### src/rtl/udp_tx_serializer.sv
// udp_tx_serializer
// Captures one 32-bit payload word, builds the 8-byte UDP header around it
// (ones-complement checksum accumulated one 16-bit term per cycle), and streams
// the 12-byte datagram MSB-first over a valid/ready byte interface with
// first/last-byte markers. An optional inter-frame gap follows each datagram.

module udp_tx_serializer #(
    parameter logic [15:0] SRC_PORT   = 16'h0001,
    parameter logic [15:0] DST_PORT   = 16'h0002,
    parameter logic [15:0] UDP_LEN    = 16'h000C,
    parameter int          IFG_CYCLES = 4
) (
    input  logic        clk,
    input  logic        rst,
    input  logic [31:0] data_in,
    input  logic        dval_in,
    output logic        in_ready,
    output logic [7:0]  tx_byte,
    output logic        tx_valid,
    input  logic        tx_ready,
    output logic        tx_sof,
    output logic        tx_eof,
    output logic [7:0]  drop_cnt
);

    localparam logic [15:0] UDP_PROTO = 16'h0011;
    localparam int          GAP_W     = (IFG_CYCLES > 1) ? $clog2(IFG_CYCLES) : 1;
    localparam logic [GAP_W-1:0] GAP_LAST = GAP_W'((IFG_CYCLES > 0) ? IFG_CYCLES - 1 : 0);
    localparam logic [2:0]  TERM_LAST = 3'd5;
    localparam logic [3:0]  BYTE_LAST = 4'd11;

    typedef enum logic [1:0] {
        IDLE = 2'd0,
        CSUM = 2'd1,
        SEND = 2'd2,
        GAP  = 2'd3
    } state_t;

    state_t           state;
    state_t           state_next;
    logic [31:0]      payload;
    logic [15:0]      acc;
    logic [2:0]       term_idx;
    logic [3:0]       byte_idx;
    logic [GAP_W-1:0] gap_cnt;
    logic [15:0]      term;
    logic [15:0]      csum;
    logic [7:0]       frame_byte;
    logic             xfer;
    logic             accept;

    // 16-bit ones-complement add with end-around carry
    function automatic logic [15:0] ones_add(input logic [15:0] a, input logic [15:0] b);
        logic [16:0] s;
        s = {1'b0, a} + {1'b0, b};
        return s[15:0] + {15'd0, s[16]};
    endfunction

    // Final checksum: complement of the sum; an all-zero result goes out as all-ones
    function automatic logic [15:0] csum_final(input logic [15:0] sum);
        logic [15:0] c;
        c = ~sum;
        return (c == 16'h0000) ? 16'hFFFF : c;
    endfunction

    assign accept = (state == IDLE) && dval_in;
    assign xfer   = (state == SEND) && tx_ready;
    assign csum   = csum_final(acc);

    // Checksum term presented in each CSUM cycle
    always_comb begin
        term = 16'h0000;
        case (term_idx)
            3'd0:    term = SRC_PORT;
            3'd1:    term = DST_PORT;
            3'd2:    term = UDP_PROTO;
            3'd3:    term = UDP_LEN;
            3'd4:    term = payload[31:16];
            3'd5:    term = payload[15:0];
            default: term = 16'h0000;
        endcase
    end

    // Datagram byte selected by the current byte index
    always_comb begin
        frame_byte = 8'h00;
        case (byte_idx)
            4'd0:    frame_byte = SRC_PORT[15:8];
            4'd1:    frame_byte = SRC_PORT[7:0];
            4'd2:    frame_byte = DST_PORT[15:8];
            4'd3:    frame_byte = DST_PORT[7:0];
            4'd4:    frame_byte = UDP_LEN[15:8];
            4'd5:    frame_byte = UDP_LEN[7:0];
            4'd6:    frame_byte = csum[15:8];
            4'd7:    frame_byte = csum[7:0];
            4'd8:    frame_byte = payload[31:24];
            4'd9:    frame_byte = payload[23:16];
            4'd10:   frame_byte = payload[15:8];
            4'd11:   frame_byte = payload[7:0];
            default: frame_byte = 8'h00;
        endcase
    end

    // FSM state register
    always_ff @(posedge clk or posedge rst) begin
        if (rst) begin
            state <= IDLE;
        end else begin
            state <= state_next;
        end
    end

    // Next-state decode and state-decoded outputs (drop with reset, no register delay)
    always_comb begin
        state_next = state;
        in_ready   = 1'b0;
        tx_valid   = 1'b0;
        tx_sof     = 1'b0;
        tx_eof     = 1'b0;
        tx_byte    = 8'h00;
        case (state)
            IDLE: begin
                in_ready = 1'b1;
                if (dval_in) begin
                    state_next = CSUM;
                end
            end
            CSUM: begin
                if (term_idx == TERM_LAST) begin
                    state_next = SEND;
                end
            end
            SEND: begin
                tx_valid = 1'b1;
                tx_byte  = frame_byte;
                tx_sof   = (byte_idx == 4'd0);
                tx_eof   = (byte_idx == BYTE_LAST);
                if (tx_ready && (byte_idx == BYTE_LAST)) begin
                    state_next = (IFG_CYCLES == 0) ? IDLE : GAP;
                end
            end
            GAP: begin
                if (gap_cnt == GAP_LAST) begin
                    state_next = IDLE;
                end
            end
            default: begin
                state_next = IDLE;
            end
        endcase
    end

    // Term, byte and gap sequencing counters
    always_ff @(posedge clk or posedge rst) begin
        if (rst) begin
            term_idx <= 3'd0;
            byte_idx <= 4'd0;
            gap_cnt  <= '0;
        end else begin
            term_idx <= (state == CSUM) ? term_idx + 3'd1 : 3'd0;
            if (state != SEND) begin
                byte_idx <= 4'd0;
            end else if (xfer) begin
                byte_idx <= byte_idx + 4'd1;
            end
            gap_cnt <= (state == GAP) ? gap_cnt + 1'b1 : '0;
        end
    end

    // Payload capture and checksum accumulation (datapath, no reset needed)
    always_ff @(posedge clk) begin
        if (accept) begin
            payload <= data_in;
            acc     <= 16'h0000;
        end else if (state == CSUM) begin
            acc <= ones_add(acc, term);
        end
    end

    // Saturating count of payload words offered while busy
    always_ff @(posedge clk or posedge rst) begin
        if (rst) begin
            drop_cnt <= 8'h00;
        end else if (dval_in && !in_ready && (drop_cnt != 8'hFF)) begin
            drop_cnt <= drop_cnt + 8'h01;
        end
    end

endmodule

### config.mk
export PLATFORM = sky130hd
export DESIGN_NAME = udp_tx_serializer
export DESIGN_NICKNAME = d
export VERILOG_FILES = /design/src/rtl/udp_tx_serializer.sv
export SDC_FILE = /design/constraint.sdc
export NUM_CORES = 1
export LEC_CHECK = 0
export BUFFER_PORTS_ARGS = -buffer_cell sky130_fd_sc_hd__buf_2
export CORE_MARGIN = 2
export CORE_UTILIZATION = 42
export DETAILED_ROUTE_END_ITERATION = 16
export GPL_TIMING_DRIVEN = 0
export HOLD_SLACK_MARGIN = 0.05
export PLACE_DENSITY = 0.59
export SETUP_SLACK_MARGIN = 0.2
export SYNTH_ARGS = -nofsm -noshare
export SYNTH_HDL_FRONTEND = slang
export SYNTH_SLANG_ARGS = --single-unit
### constraint.sdc
create_clock -name clk -period 8.9 [get_ports clk]
set_input_delay 0.89 -clock clk [delete_from_list [all_inputs] [get_ports clk]]
set_output_delay 0.89 -clock clk [all_outputs]
set_load 0.05 [all_outputs]
==> results.sh <==
export IMPL_synth_warnings=0
export IMPL_hold_path_depth=1
export IMPL_reg2reg_depth=23
export IMPL_holdBufCountCts=0
export IMPL_yosysTopAreaCell="edfxtp_1"
export IMPL_cts_tree="built"
export IMPL_start_kind="register"
export IMPL_cts_sinks=67
export IMPL_crit_buf_inv=4
export IMPL_hold_viol=0
export IMPL_holdPathEnd="gap_cnt[0]"
export IMPL_first_global_vias=3849
export IMPL_antenna_found_initial=0
export IMPL_cts_reportedPaths_clkPinSlew_ns=0.07
export IMPL_routed_via_count=4017
export IMPL_crit_chain="inv_1 -> ha_1 -> clkbuf_1 -> clkbuf_1 -> nor3_1 -> a21oi_1 -> ha_1 -> inv_1 -> fa_1 -> nor2b_4 -> o311ai_1 -> a21oi_1 -> a21oi_2 -> a21oi_1 -> o21ai_0 -> nand2b_1 -> ha_1 -> nor3b_1 -> and4_4 -> nand3_2 -> or2_1 -> a2111o_1 -> a311oi_1"
export IMPL_finalCriticalPeriod_ns=5.70
export IMPL_synth_edf_count=32
export IMPL_crit_family="compound AO/OA/AOI/OAI gates"
export IMPL_pre_cts_ws_ns=3.28
export IMPL_ys_flop_type="edfxtp_1"
export IMPL_cp_max_fo=10
export IMPL_synth_most_common_cell="nor2_1"
export IMPL_synth_top_cell_area_share_pct=21.0
export IMPL_vias_per_cell=5.70
export IMPL_ios=56
export IMPL_slew_headroom_pct=28.3
export IMPL_cts_buffer_depth=2
export IMPL_yosys_top_cells_area="edfxtp_1 (21%), dfrtp_1 (10%), ha_1 (9.3%), dfxtp_1 (7.0%), nor2_1 (4.8%)"
export IMPL_wl_mm=11.8
export IMPL_tns_ns=0
export IMPL_critPathCaptureType="register"
export IMPL_min_path_type="reg2reg"
export IMPL_area_delta_synth_final_pct=14.1
export IMPL_hold_path_startpoint="gap_cnt[0]"
export IMPL_initial_utilization_pct=42.6
export IMPL_syn_nets=565
export IMPL_cts_max_level=3
export IMPL_finClkSkew_ns=0.00745
export IMPL_worst_ep_arrival_time_ns=5.94
export IMPL_reg2reg_slack_ns=3.20
export IMPL_slew_violations=0
export IMPL_synth_distinct_cells=75
export IMPL_grt_remaining_overflow=0
export IMPL_period_share_pct=64.1
export IMPL_die_w_um=108
export IMPL_setup_viol=0
export IMPL_cap_violations=0
export IMPL_critPathMaxStageDelay_ns=0.45
export IMPL_leakage_uw=0.00216
export IMPL_fin_area_um2=5220
export IMPL_wl_per_cell_um=16.8
export IMPL_grt_setup_unrepaired="false"
export IMPL_synth_seq_cells=67
export IMPL_post_cts_buffers=0
export IMPL_fmax_mhz=175
export IMPL_drtIter0Drc=327
export IMPL_n_antenna_cell=0
export IMPL_ir_drop_mv=0.212
export IMPL_port_buffers=55
export IMPL_status="finished clean"
export IMPL_worstMarginPinSlew_ns=1.06
export IMPL_dr_pass1_iters=5
export IMPL_rr_startpoint="term_idx[0]"
export IMPL_synth_common_cells="nor2_1 (58), a21oi_1 (42), ha_1 (34)"
export IMPL_slowest_stage="clkbuf_1"
export IMPL_placed_area_um2=5040
export IMPL_ant_nets=0
export IMPL_crit_type="reg2reg"
export IMPL_detailed_place_hpwl_mm=9.16
export IMPL_p_per_area_nw_per_um2=304
export IMPL_core_area_um2=10700
export IMPL_drc=0
export IMPL_clockRootBuffer="clkbuf_8"
export IMPL_die_h_um=108
export IMPL_grt_first_pass_wirelength_mm=19.7
export IMPL_syn_area_per_cell_um2=9.26
export IMPL_syn_cell_area_um2=4570
export IMPL_timing_rr_end="acc[15]"
export IMPL_cp_required_ns=9.14
export IMPL_cts_resized=0
export IMPL_cts_made_buffers=9
export IMPL_place_gp_congestion=0.912
export IMPL_grt_max_degree=41
export IMPL_fin_ws_ns=3.20
export IMPL_die_area_um2=11700
export IMPL_nets=632
export IMPL_drive_above_1_share_pct=16.3
export IMPL_synthCells=494
export IMPL_grt_usage_pct=21.5
export IMPL_async_reset_ff_share_pct=28.4
export IMPL_yosysSeqAreaShare_pct=38.4
export IMPL_rows=38
export IMPL_clock_latency_ns=0.35
-- power by group --
part / switching [uW] / internal, uW
Sequential: 92.2 / 425
Combinational: 532 / 304
Clock: 107 / 127
Total: 731 / 856
-- cells in the final DEF (no fill, tap or decap), types with 4 or more instances in the layout --
| cell type | instances |
|---|---|
| nor3_1 | 16 |
| inv_1 | 23 |
| clkbuf_8 | 9 |
| nand2b_1 | 5 |
| nor2b_1 | 5 |
| ha_1 | 34 |
| a22oi_1 | 27 |
| o21bai_1 | 4 |
| nor2_1 | 58 |
| clkbuf_1 | 22 |
| a21o_1 | 5 |
| dfrtp_1 | 19 |
| a21oi_1 | 42 |
| o21ai_0 | 8 |
| and2_1 | 9 |
| xnor2_1 | 13 |
| xor2_1 | 12 |
| a211oi_1 | 11 |
| edfxtp_1 | 32 |
| nand3_1 | 12 |
| nand2_1 | 24 |
| dfxtp_1 | 16 |
| buf_2 | 59 |
| mux2i_1 | 6 |
| nand4_1 | 8 |
-- kinds of logic after synthesis --
group / count (synthesis) / synth area share [%]
AND/OR/NAND/NOR: 166 / 19.0
AO/OA/AOI/OAI: 142 / 22.0
flip-flops: 67 / 38.4
buffers and inverters: 52 / 4.54
adder cells (fa/ha/maj): 35 / 9.74
XOR/XNOR: 25 / 4.79
multiplexers: 7 / 1.56
-- metrics by stage --
step / hold slack, ns / total power (uW) / cells / util (%)
floorplan: 0.403 / 1130 / 494 / -
global placement: 0.415 / 1320 / 689 / 46.8
detailed placement: 0.420 / 1340 / 690 / 46.9
CTS: 0.432 / 1590 / 705 / 48.6
global route: 0.475 / 1710 / 705 / 48.6
finish: 0.430 / 1590 / 705 / 48.6
-- registers in the layout, indices dropped and copies added, names as in the netlist --
name and flops:
payload 32, state 2, byte_idx 4, drop_cnt 8, acc 16, gap_cnt 2
term_idx 3
-- area by class of cell --
cell class,count,area (um2)
fill,1032,5530
multi-input combinational,375,2610
sequential,67,1760
timing repair buffer,56,295
tap,140,175
clock buffer,12,135
buffer,27,115
inverter,25,93.8
clock inverter,3,40.0
-- how the worst max path moves through the flow --
stage | depth (start not counted) | start | slack (ns) | end
after CTS | 23 | term_idx[0] | 3.20 | acc[15]
after floorplan | 23 | term_idx[0] | 4.29 | acc[15]
final | 23 | term_idx[0] | 3.20 | acc[15]
after global routing | 23 | term_idx[0] | 2.77 | acc[15]
after detailed placement | 23 | term_idx[0] | 3.28 | acc[15]
after global placement | 23 | term_idx[0] | 3.28 | acc[15]
-- metal layers --
layer  track usage (%)  share of wire, %  wire length, um  vias up
met3              2.65               2.9              349       20
met2              34.4                47             5510      106
met5                 0                 0                0        -
met4              8.88               2.0              232        0
li1                  -                 -                -     1977
met1              29.7                49             5740     1914
(Power assumes the default switching activity.)
